===== src/rtl/uart_frame_pkg.sv =====
// Shared definitions for the UART frame parser: state encoding, sync byte, default payload limit.
package uart_frame_pkg;
  typedef enum logic [2:0] {
    ST_HUNT,
    ST_LEN,
    ST_PAYLOAD,
    ST_CSUM,
    ST_DRAIN
  } state_t;

  localparam logic [7:0] SYNC_BYTE       = 8'hA5;
  localparam int         DEFAULT_MAX_LEN = 64;
endpackage


===== src/rtl/frame_buf.sv =====
// Payload store: DEPTH x 8 single-clock RAM, one write port, one registered read port.
module frame_buf #(
  parameter int DEPTH = 64,
  parameter int AW    = 6
) (
  input  logic          clk,
  input  logic          wr_en,
  input  logic [AW-1:0] wr_addr,
  input  logic [7:0]    wr_data,
  input  logic          rd_en,
  input  logic [AW-1:0] rd_addr,
  output logic [7:0]    rd_data
);
  logic [7:0] mem [DEPTH];

  always_ff @(posedge clk) begin
    if (wr_en) mem[wr_addr] <= wr_data;
    if (rd_en) rd_data <= mem[rd_addr];
  end
endmodule


===== src/rtl/uart_frame_parser.sv =====
// Parses A5/LEN/payload/XOR-checksum frames from a uart_rx byte handshake and drains verified payloads.
// Optional build macro FRAME_TIMEOUT_EN adds an inter-byte timeout inside a frame.
module uart_frame_parser #(
  parameter int MAX_LEN        = uart_frame_pkg::DEFAULT_MAX_LEN,
  parameter int TIMEOUT_CYCLES = 28125
) (
  input  logic       clk,
  input  logic       rst,
  input  logic [7:0] rx_data,
  input  logic       rx_available,
  output logic       rx_clear_available,
  output logic [7:0] out_data,
  output logic       out_valid,
  input  logic       out_ready,
  output logic       out_last,
  output logic       frame_ok,
  output logic       frame_err
);
  import uart_frame_pkg::*;

  localparam int         AW       = (MAX_LEN > 1) ? $clog2(MAX_LEN) : 1;
  localparam logic [7:0] MAX_LEN8 = 8'(MAX_LEN);

  if (MAX_LEN < 1 || MAX_LEN > 255 || TIMEOUT_CYCLES < 1) begin : g_bad_param
    $error("uart_frame_parser: parameter out of range");
  end

  state_t     state, state_d;
  logic [7:0] byte_q, len_q, csum_q, cnt_q, rd_idx_q;
  logic       take, got, advance, wr_en, rd_en;
  logic       ok_d, err_d, timeout;
  logic [7:0] rd_data;

  // A byte is latched on the consuming edge and processed in the following
  // cycle, which is exactly the cycle rx_clear_available is high.
  assign got     = rx_clear_available;
  assign take    = rx_available && !rx_clear_available && (state != ST_DRAIN);
  assign advance = (state == ST_DRAIN) && (!out_valid || out_ready);
  assign rd_en   = advance && (rd_idx_q != len_q);

  always_comb begin
    state_d = state;
    ok_d    = 1'b0;
    err_d   = 1'b0;
    wr_en   = 1'b0;
    case (state)
      ST_HUNT:    if (got && byte_q == SYNC_BYTE) state_d = ST_LEN;
      ST_LEN:     if (got) begin
                    if (byte_q == 8'd0 || byte_q > MAX_LEN8) begin
                      err_d   = 1'b1;
                      state_d = ST_HUNT;
                    end else begin
                      state_d = ST_PAYLOAD;
                    end
                  end
      ST_PAYLOAD: if (got) begin
                    wr_en = 1'b1;
                    if (cnt_q == len_q - 8'd1) state_d = ST_CSUM;
                  end
      ST_CSUM:    if (got) begin
                    if (byte_q == csum_q) begin
                      ok_d    = 1'b1;
                      state_d = ST_DRAIN;
                    end else begin
                      err_d   = 1'b1;
                      state_d = ST_HUNT;
                    end
                  end
      ST_DRAIN:   if (advance && rd_idx_q == len_q) state_d = ST_HUNT;
      default:    state_d = ST_HUNT;
    endcase
    if (timeout) begin
      err_d   = 1'b1;
      state_d = ST_HUNT;
    end
  end

  always_ff @(posedge clk) begin
    if (rst) begin
      state              <= ST_HUNT;
      rx_clear_available <= 1'b0;
      byte_q             <= 8'd0;
      len_q              <= 8'd0;
      csum_q             <= 8'd0;
      cnt_q              <= 8'd0;
      rd_idx_q           <= 8'd0;
      out_valid          <= 1'b0;
      out_last           <= 1'b0;
      frame_ok           <= 1'b0;
      frame_err          <= 1'b0;
    end else begin
      state              <= state_d;
      rx_clear_available <= take;
      if (take) byte_q <= rx_data;
      frame_ok  <= ok_d;
      frame_err <= err_d;
      if (state == ST_LEN && got) begin
        len_q  <= byte_q;
        csum_q <= byte_q;
        cnt_q  <= 8'd0;
      end
      if (wr_en) begin
        csum_q <= csum_q ^ byte_q;
        cnt_q  <= cnt_q + 8'd1;
      end
      if (ok_d)  rd_idx_q <= 8'd0;
      if (rd_en) rd_idx_q <= rd_idx_q + 8'd1;
      // The RAM read register is the output register; it only moves on advance.
      if (advance) begin
        out_valid <= rd_en;
        out_last  <= rd_en && (rd_idx_q == len_q - 8'd1);
      end
    end
  end

  assign out_data = out_valid ? rd_data : 8'h00;

`ifdef FRAME_TIMEOUT_EN
  localparam int TW = $clog2(TIMEOUT_CYCLES + 1);
  logic [TW-1:0] to_cnt;
  logic          in_frame;

  assign in_frame = state inside {ST_LEN, ST_PAYLOAD, ST_CSUM};
  assign timeout  = in_frame && !take && !got && (to_cnt == TW'(TIMEOUT_CYCLES - 1));

  always_ff @(posedge clk) begin
    if (rst || take || !in_frame) to_cnt <= '0;
    else if (!got)                to_cnt <= to_cnt + TW'(1);
  end
`else
  assign timeout = 1'b0;
`endif

  frame_buf #(.DEPTH(MAX_LEN), .AW(AW)) u_buf (
    .clk     (clk),
    .wr_en   (wr_en),
    .wr_addr (cnt_q[AW-1:0]),
    .wr_data (byte_q),
    .rd_en   (rd_en),
    .rd_addr (rd_idx_q[AW-1:0]),
    .rd_data (rd_data)
  );
endmodule


===== config.mk =====
export PLATFORM = sky130hd
export DESIGN_NAME = uart_frame_parser
export DESIGN_NICKNAME = d
export VERILOG_FILES = /design/src/rtl/uart_frame_pkg.sv /design/src/rtl/frame_buf.sv /design/src/rtl/uart_frame_parser.sv
export SDC_FILE = /design/constraint.sdc
export NUM_CORES = 1
export LEC_CHECK = 0
export BUFFER_PORTS_ARGS = -buffer_cell sky130_fd_sc_hd__buf_2
export CORE_ASPECT_RATIO = 0.75
export CORE_UTILIZATION = 35
export CTS_CLUSTER_SIZE = 40
export DETAILED_ROUTE_END_ITERATION = 10
export PLACE_DENSITY = 0.45
export SLEW_MARGIN = 20
export SYNTH_ARGS = -nofsm -noshare
export SYNTH_HDL_FRONTEND = slang
export SYNTH_SLANG_ARGS = --single-unit

===== constraint.sdc =====
create_clock -name clk -period 2.8 [get_ports clk]
set_clock_uncertainty 0.05 [all_clocks]
set_input_delay 0.14 -clock clk [delete_from_list [all_inputs] [get_ports clk]]
set_output_delay 0.14 -clock clk [all_outputs]
set_load 0.01 [all_outputs]

# Word level (Yosys, flattened, before mapping)

Memories as Yosys holds them, arrays and structs flattened. A register that Yosys moved wholly into a read port is not among the register bits.
Cells that the tools add are included.

Flip-flop bits (word level): 48
Bits in latches: 0
RAM bits: 512
Memory bits (read-only): 0
Input port bits: 12
Output and inout bits: 13
Word-level logic and storage cells: 79
Memories: 1

$add $sub $neg: 3
$mul: 0
Div/mod/pow operators: 0
$lt $le $gt $ge: 1
Equal/unequal tests: 17
Shifts and indexed selects: 0
Mux-type cells: 28
Bitwise gates (word level): 1
Reductions and logical operators: 17

Memories:

| memory    | words | bits a word | rd ports | clocked after memory_dff | wr ports | line            | RTL |
|---|---|---|---|---|---|---|---|
| u_buf.mem | 64    | 8           | 1        | 1                        | 1        | frame_buf.sv:14 | `logic [7:0] mem [DEPTH];` |

Operators with widths:

| operator                                                       | number |
|---|---|
| two-way mux 8 bit                                              | 7 |
| equality test 8 bit                                            | 4 |
| two-way mux 3 bit                                              | 7 |
| adder 8 x 1 -> 8 bit (second input constant)                   | 2 |
| case mux 3 bit (5 select lines)                                | 1 |
| two-way mux 1 bit                                              | 11 |
| inequality test 2 bit (second input constant)                  | 5 |
| equality test 8 bit (second input constant)                    | 1 |
| greater-than comparator 8 x 7 -> 1 bit (second input constant) | 1 |
| logical AND 1 bit                                              | 8 |
| logical NOT 8 bit                                              | 1 |
| inequality test 8 bit                                          | 1 |
| subtractor 8 x 1 -> 8 bit (second input constant)              | 1 |
| XOR 8 bit                                                      | 1 |
| equality test 3 x 2 -> 1 bit (second input constant)           | 2 |
| AND reduction 6 bit                                            | 1 |
| nonzero test 2 bit                                             | 2 |
| equality test 3 x 1 -> 1 bit (second input constant)           | 1 |
| equality test 3 bit (second input constant)                    | 1 |
| logical NOT 3 bit                                              | 1 |
| inequality test 3 bit (second input constant)                  | 1 |
| logical NOT 1 bit                                              | 2 |
| logical OR 1 bit                                               | 2 |
| two-way mux 2 bit                                              | 1 |
| 2 further kinds                                                | 2 |

# Depth between registers and ports, before layout

Depth after elaboration: 6
Depth in mapped cells: 9
Mapped depth without buffers: 7

# Hierarchy

A second synthesis with hierarchy kept.

Cell total of the unflattened synthesis: 1,289
Area total of the unflattened synthesis: 23,013.3 um^2

Modules (own cells, without submodules):

| module            | instances | cells an instance | area each (um^2) | sequential area each (um^2) |
|---|---|---|---|---|
| frame_buf         | 1         | 940               | 20,246.9         | 15,615.0 |
| uart_frame_parser | 1         | 349               | 2,766.4          | 960.9 |

# Worst setup path before layout

No wires, ideal clock.

Path kind: register to register
From: reg byte_q[5]
To: reg rd_idx_q[3]
Library setup time: 142 ps
Arrival time: 2,287 ps
Data required time: 2,608 ps
Setup slack: 321 ps
Cell stages (with the launch flop): 7
Path buffers: 1
Period minus slack after synthesis: 2,479 ps
Path through: dfxtp_1 -> clkbuf_1 -> xor2_1 -> nor4_1 -> nand4_1 -> nand2b_1 -> a311oi_1

Longest elaborated chain between the ends: 5

Ends and longest elaborated chain:

| what                                | line                     | RTL |
|---|---|---|
| start: declaration                  | uart_frame_parser.sv:29  | `logic [7:0] byte_q, len_q, csum_q, cnt_q, rd_idx_q;` |
| start signal: assignment            | uart_frame_parser.sv:94  | `if (take) byte_q <= rx_data;` |
| equality test 8 bit                 | uart_frame_parser.sv:61  | `if (byte_q == csum_q) begin` |
| two-way mux 1 bit                   | uart_frame_parser.sv:61  |  |
| two-way mux 1 bit                   | uart_frame_parser.sv:60  | `ST_CSUM: if (got) begin` |
| two-way mux 1 bit                   | uart_frame_parser.sv:46  | `case (state)` |
| nonzero test 2 bit (no source line) | n/a                      |  |
| end signal: assignment              | uart_frame_parser.sv:107 | `if (rd_en) rd_idx_q <= rd_idx_q + 8'd1;` |
| end: declaration                    | uart_frame_parser.sv:29  |  |

Every way passes these cells.
A chain may end at the register's enable or synchronous reset.

# Worst setup path in the final report

From: reg rd_idx_q[0]
To: reg u_buf.rd_data[3], read port of u_buf.mem (data pin)

Longest elaborated chain between the ends: 2

Ends and longest elaborated chain:

| what                  | line                    | RTL |
|---|---|---|
| inequality test 8 bit | uart_frame_parser.sv:39 | `assign rd_en = advance && (rd_idx_q != len_q);` |
| logical AND 1 bit     | uart_frame_parser.sv:39 |  |
| end: declaration      | frame_buf.sv:12         | `output logic [7:0] rd_data` |

Parallel ways exist; a longest one is shown, timed or not.

==> impl_summary.log <==
INFO  metric status = finished clean
INFO  metric rsz0062_at_grt = no
INFO  metric timing.setup.critical_path_class = register to register
INFO  metric layout.cell_area.non_filler = ~27000 um2
INFO  metric first_pass_iters = 7
INFO  metric placement.io_buffers = 24
INFO  metric timing.critical_path.to_type = register
INFO  metric final_hold_viol_count = 0
INFO  metric clockBufferDepth = 3
INFO  metric number_of_synthesized_flops_with_an_enable_pin = 520
INFO  metric total_die_area = roughly 66000 um2
INFO  metric clock_latency_reported_for_the_late_side_of_the_worst_skew_pair = roughly 0.60 ns
INFO  metric global_route_wire_length_before_repair = slightly below 90 mm
INFO  metric synth_area_leaders = edfxtp_1, mux4_2, dfxtp_1
INFO  metric drcViolationCount = 0
INFO  metric maxCapViolations = 0
INFO  metric syn_area_per_cell = around 18 um2
INFO  metric fin_total_pwr = roughly 17000 uW
INFO  metric layout_setup_ws = 0.190 ns
INFO  metric worst_ir_drop_vdd = roughly 0.00047 V
INFO  metric timing.critical_path.slowest_stage_cell = mux4_2
INFO  metric post_synth_fa_ha_maj_area_fraction = 0.165%
INFO  metric synth_warnings = 0
INFO  metric critPathRequiredTime = 3.08 ns
INFO  metric fmax = roughly 380 MHz
INFO  metric distinct_cells_synth = 57
INFO  metric critical-path-top-delay-family = multiplexers
INFO  metric placementRows = 80
INFO  metric timing.critical_path.from_type = register
INFO  metric most_used_flip_flop_cell_after_synthesis = edfxtp_1
INFO  metric grt_pass1_vias = approximately 12000
INFO  metric h-tree-depth = 2
INFO  metric dpl.cell_count = 2220
INFO  metric yosysMostFrequentCell = edfxtp_1
INFO  metric seq_cells_post_synth = around 570
INFO  metric ctsResizeCount = 0
INFO  metric die_w = 297 um
INFO  metric slowest_delay = roughly 0.57 ns
INFO  metric synth_mux_area_share = around 15%
INFO  metric synth_top_area_share = between 60 and 70%
INFO  metric max-slew-margin-rel = ~34%
INFO  metric synth_common_cells = edfxtp_1, mux4_2, nor2_1
INFO  metric final_layout_size_suffix_gt1_share = roughly 28%
INFO  metric async_reset_ff_share = 0%
INFO  metric design.portCount = 25
INFO  metric synth_cells = between 1000 and 1500
INFO  metric die-height = approximately 220 um
INFO  metric critical-path-top-cell-by-count = mux4_2
INFO  metric min_period = 2.61 ns
INFO  metric slew_viol_final = 0
INFO  metric grt_max_degree = 72
INFO  metric crit_path_max_fanout = 28
INFO  metric number_of_antenna_violations_at_the_first_check_in_global_routing = 1
INFO  metric place_area = approximately 25000 um2
INFO  metric cts_tree = done
INFO  metric route.detailed.vias_per_inst = about 5.2
INFO  metric clock-root-buffer = clkbuf_16
INFO  metric post_layout_nonfiller_instances = 2331
INFO  metric fin_crit_sh = between 90% and 100%
INFO  metric cts.sinks = 568
INFO  metric flow.area_growth_from_synthesis = 17.3%
INFO  metric worstPathCellList = buf_12 > mux4_2 > mux4_2 > o2111ai_1 > o31ai_1
INFO  metric remaining_overflow_grt = 0
INFO  metric routed_wl = around 60 mm
INFO  metric worst_ep_arrival_time = 2.89 ns
INFO  metric tns = 0 ns
INFO  metric drt-initial-drc-count = 1079
INFO  metric netlist.top_cell.by_area = edfxtp_1
INFO  metric timing.critical_path.buf_inv = 1
INFO  metric initial_core_util = a little over a third
INFO  metric power_density = about 640 nW/um2
INFO  metric netlist_area = about 23000 um2
INFO  metric worst_setup_hold_path_clk_slew = 0.06 ns
INFO  metric grtUsageTotal = between 10% and 20%
INFO  metric hold_path.class = input port to register
INFO  metric gp_congestion = 0.765
INFO  metric post_route_antenna_net_violation_count = 0
INFO  metric route.detailed.wl_per_inst = around 26 um
INFO  metric synth_area_in_simple_gates = a little over 6%
INFO  metric detailed_place_hpwl = around 38 mm
INFO  metric count_of_endpoints_failing_setup_in_the_final_report = 0
INFO  metric tritoncts.num_buffers = 55
INFO  metric leakage = between 0.008 and 0.009 uW
INFO  metric largest_family_of_logic_cells_by_synthesized_area = multiplexers
INFO  metric layout.nets = about 1400
INFO  metric dr_total_vias = 12100
INFO  metric area_fraction_in_compound_gates_after_synthesis = under 10%
INFO  metric yosys.area_share.xor_xnor = approximately 1.2%
INFO  metric mappedNetlistNets = 1280
INFO  metric placeableCoreArea = 64000 um2
INFO  metric dpl_worst_slack = 0.170 ns
INFO  metric worst_slew_pin_slew = 0.988 ns
INFO  metric synth.yosys.seq_area_share = between 70 and 80%
final timing paths:
kind                       startpoint                       endpoint  slack (ns)  cells after the start
max          rd_idx_q[0]$_SDFFE_PP0P_     u_buf.rd_data[3]$_DFFE_PP_        0.19                      5
min reg2reg     len_q[7]$_SDFFE_PP0P_          len_q[7]$_SDFFE_PP0P_        0.46                      2
min                      rx_available  rx_clear_available$_SDFF_PP0_        0.07                      4
max reg2reg  rd_idx_q[0]$_SDFFE_PP0P_     u_buf.rd_data[3]$_DFFE_PP_        0.19                      5
placed cells by master (no fill, tap or decap), types with 18 or more instances in the layout:
cell type,netlist,routed
xor2_1,18,18
buf_4,8,141
clkbuf_16,0,59
mux4_2,132,132
nor2_1,127,127
a21oi_1,33,33
edfxtp_1,520,520
buf_2,22,24
mux2i_1,22,22
dfxtp_1,48,37
nand2_1,56,56
cell families after synthesis:
| kind of cell | after synthesis |
|---|---|
| compound gates | 118 |
| mux | 163 |
| buf+inv | 87 |
| xor+xnor | 30 |
| fa+ha+maj | 3 |
| simple gates | 296 |
| flops | 568 |
through the flow:
step / util [%] / hold slack, ns
final: 41.8 / 0.0737
after global placement: 38.9 / 0.332
after floorplan: - / 0.238
after global routing: 41.8 / 0.0626
after detailed placement: 38.9 / 0.342
after CTS: 41.8 / 0.0382
routing by layer:
| metal | routed length [um] | GRT usage (%) | part of all wire [%] |
|---|---|---|---|
| met4 | 1320 | 4.88 | 2.2 |
| met1 | 30000 | 28.1 | 50 |
| met3 | 2870 | 3.29 | 4.8 |
| met2 | 25400 | 26.1 | 43 |
| met5 | 7 | 0 | 0.012 |
worst min-delay path, delay by kind of cell:
family / cells / cell delay (ns)
AND/OR/NAND/NOR: 2 / 0.26
buffers and inverters: 2 / 0.27
cell type report:
class | instances | area, um2
fillers | 5694 | 37200
flip-flops and latches | 568 | 16600
multi-input cells | 610 | 5830
clock buffers | 68 | 1520
repair buffers | 181 | 1410
well taps | 861 | 1080
clock inverters | 32 | 275
inverters | 9 | 33.8
diodes | 2 | 5.00
registers in the layout, indices dropped and copies added (netlist names), 3 cells and up:
register,cells
cnt_q,8
u_buf.rd_data,8
u_buf.mem,512
rd_idx_q,8
byte_q,8
len_q,8
state,3
csum_q,8
where the power goes:
group / internal [uW] / switching [uW]
logic: 45.8 / 207
registers: 9270 / 7.07
clock network: 4290 / 3170
total: 13600 / 3390
timing repair:
item / 4_1_cts / 5_1_grt
buffers inserted: 0 / 0
hold buffers: 9 / 0
endpoints found under the hold margin: 10 / 0
No activity file was read; power rests on OpenSTA's default activity.
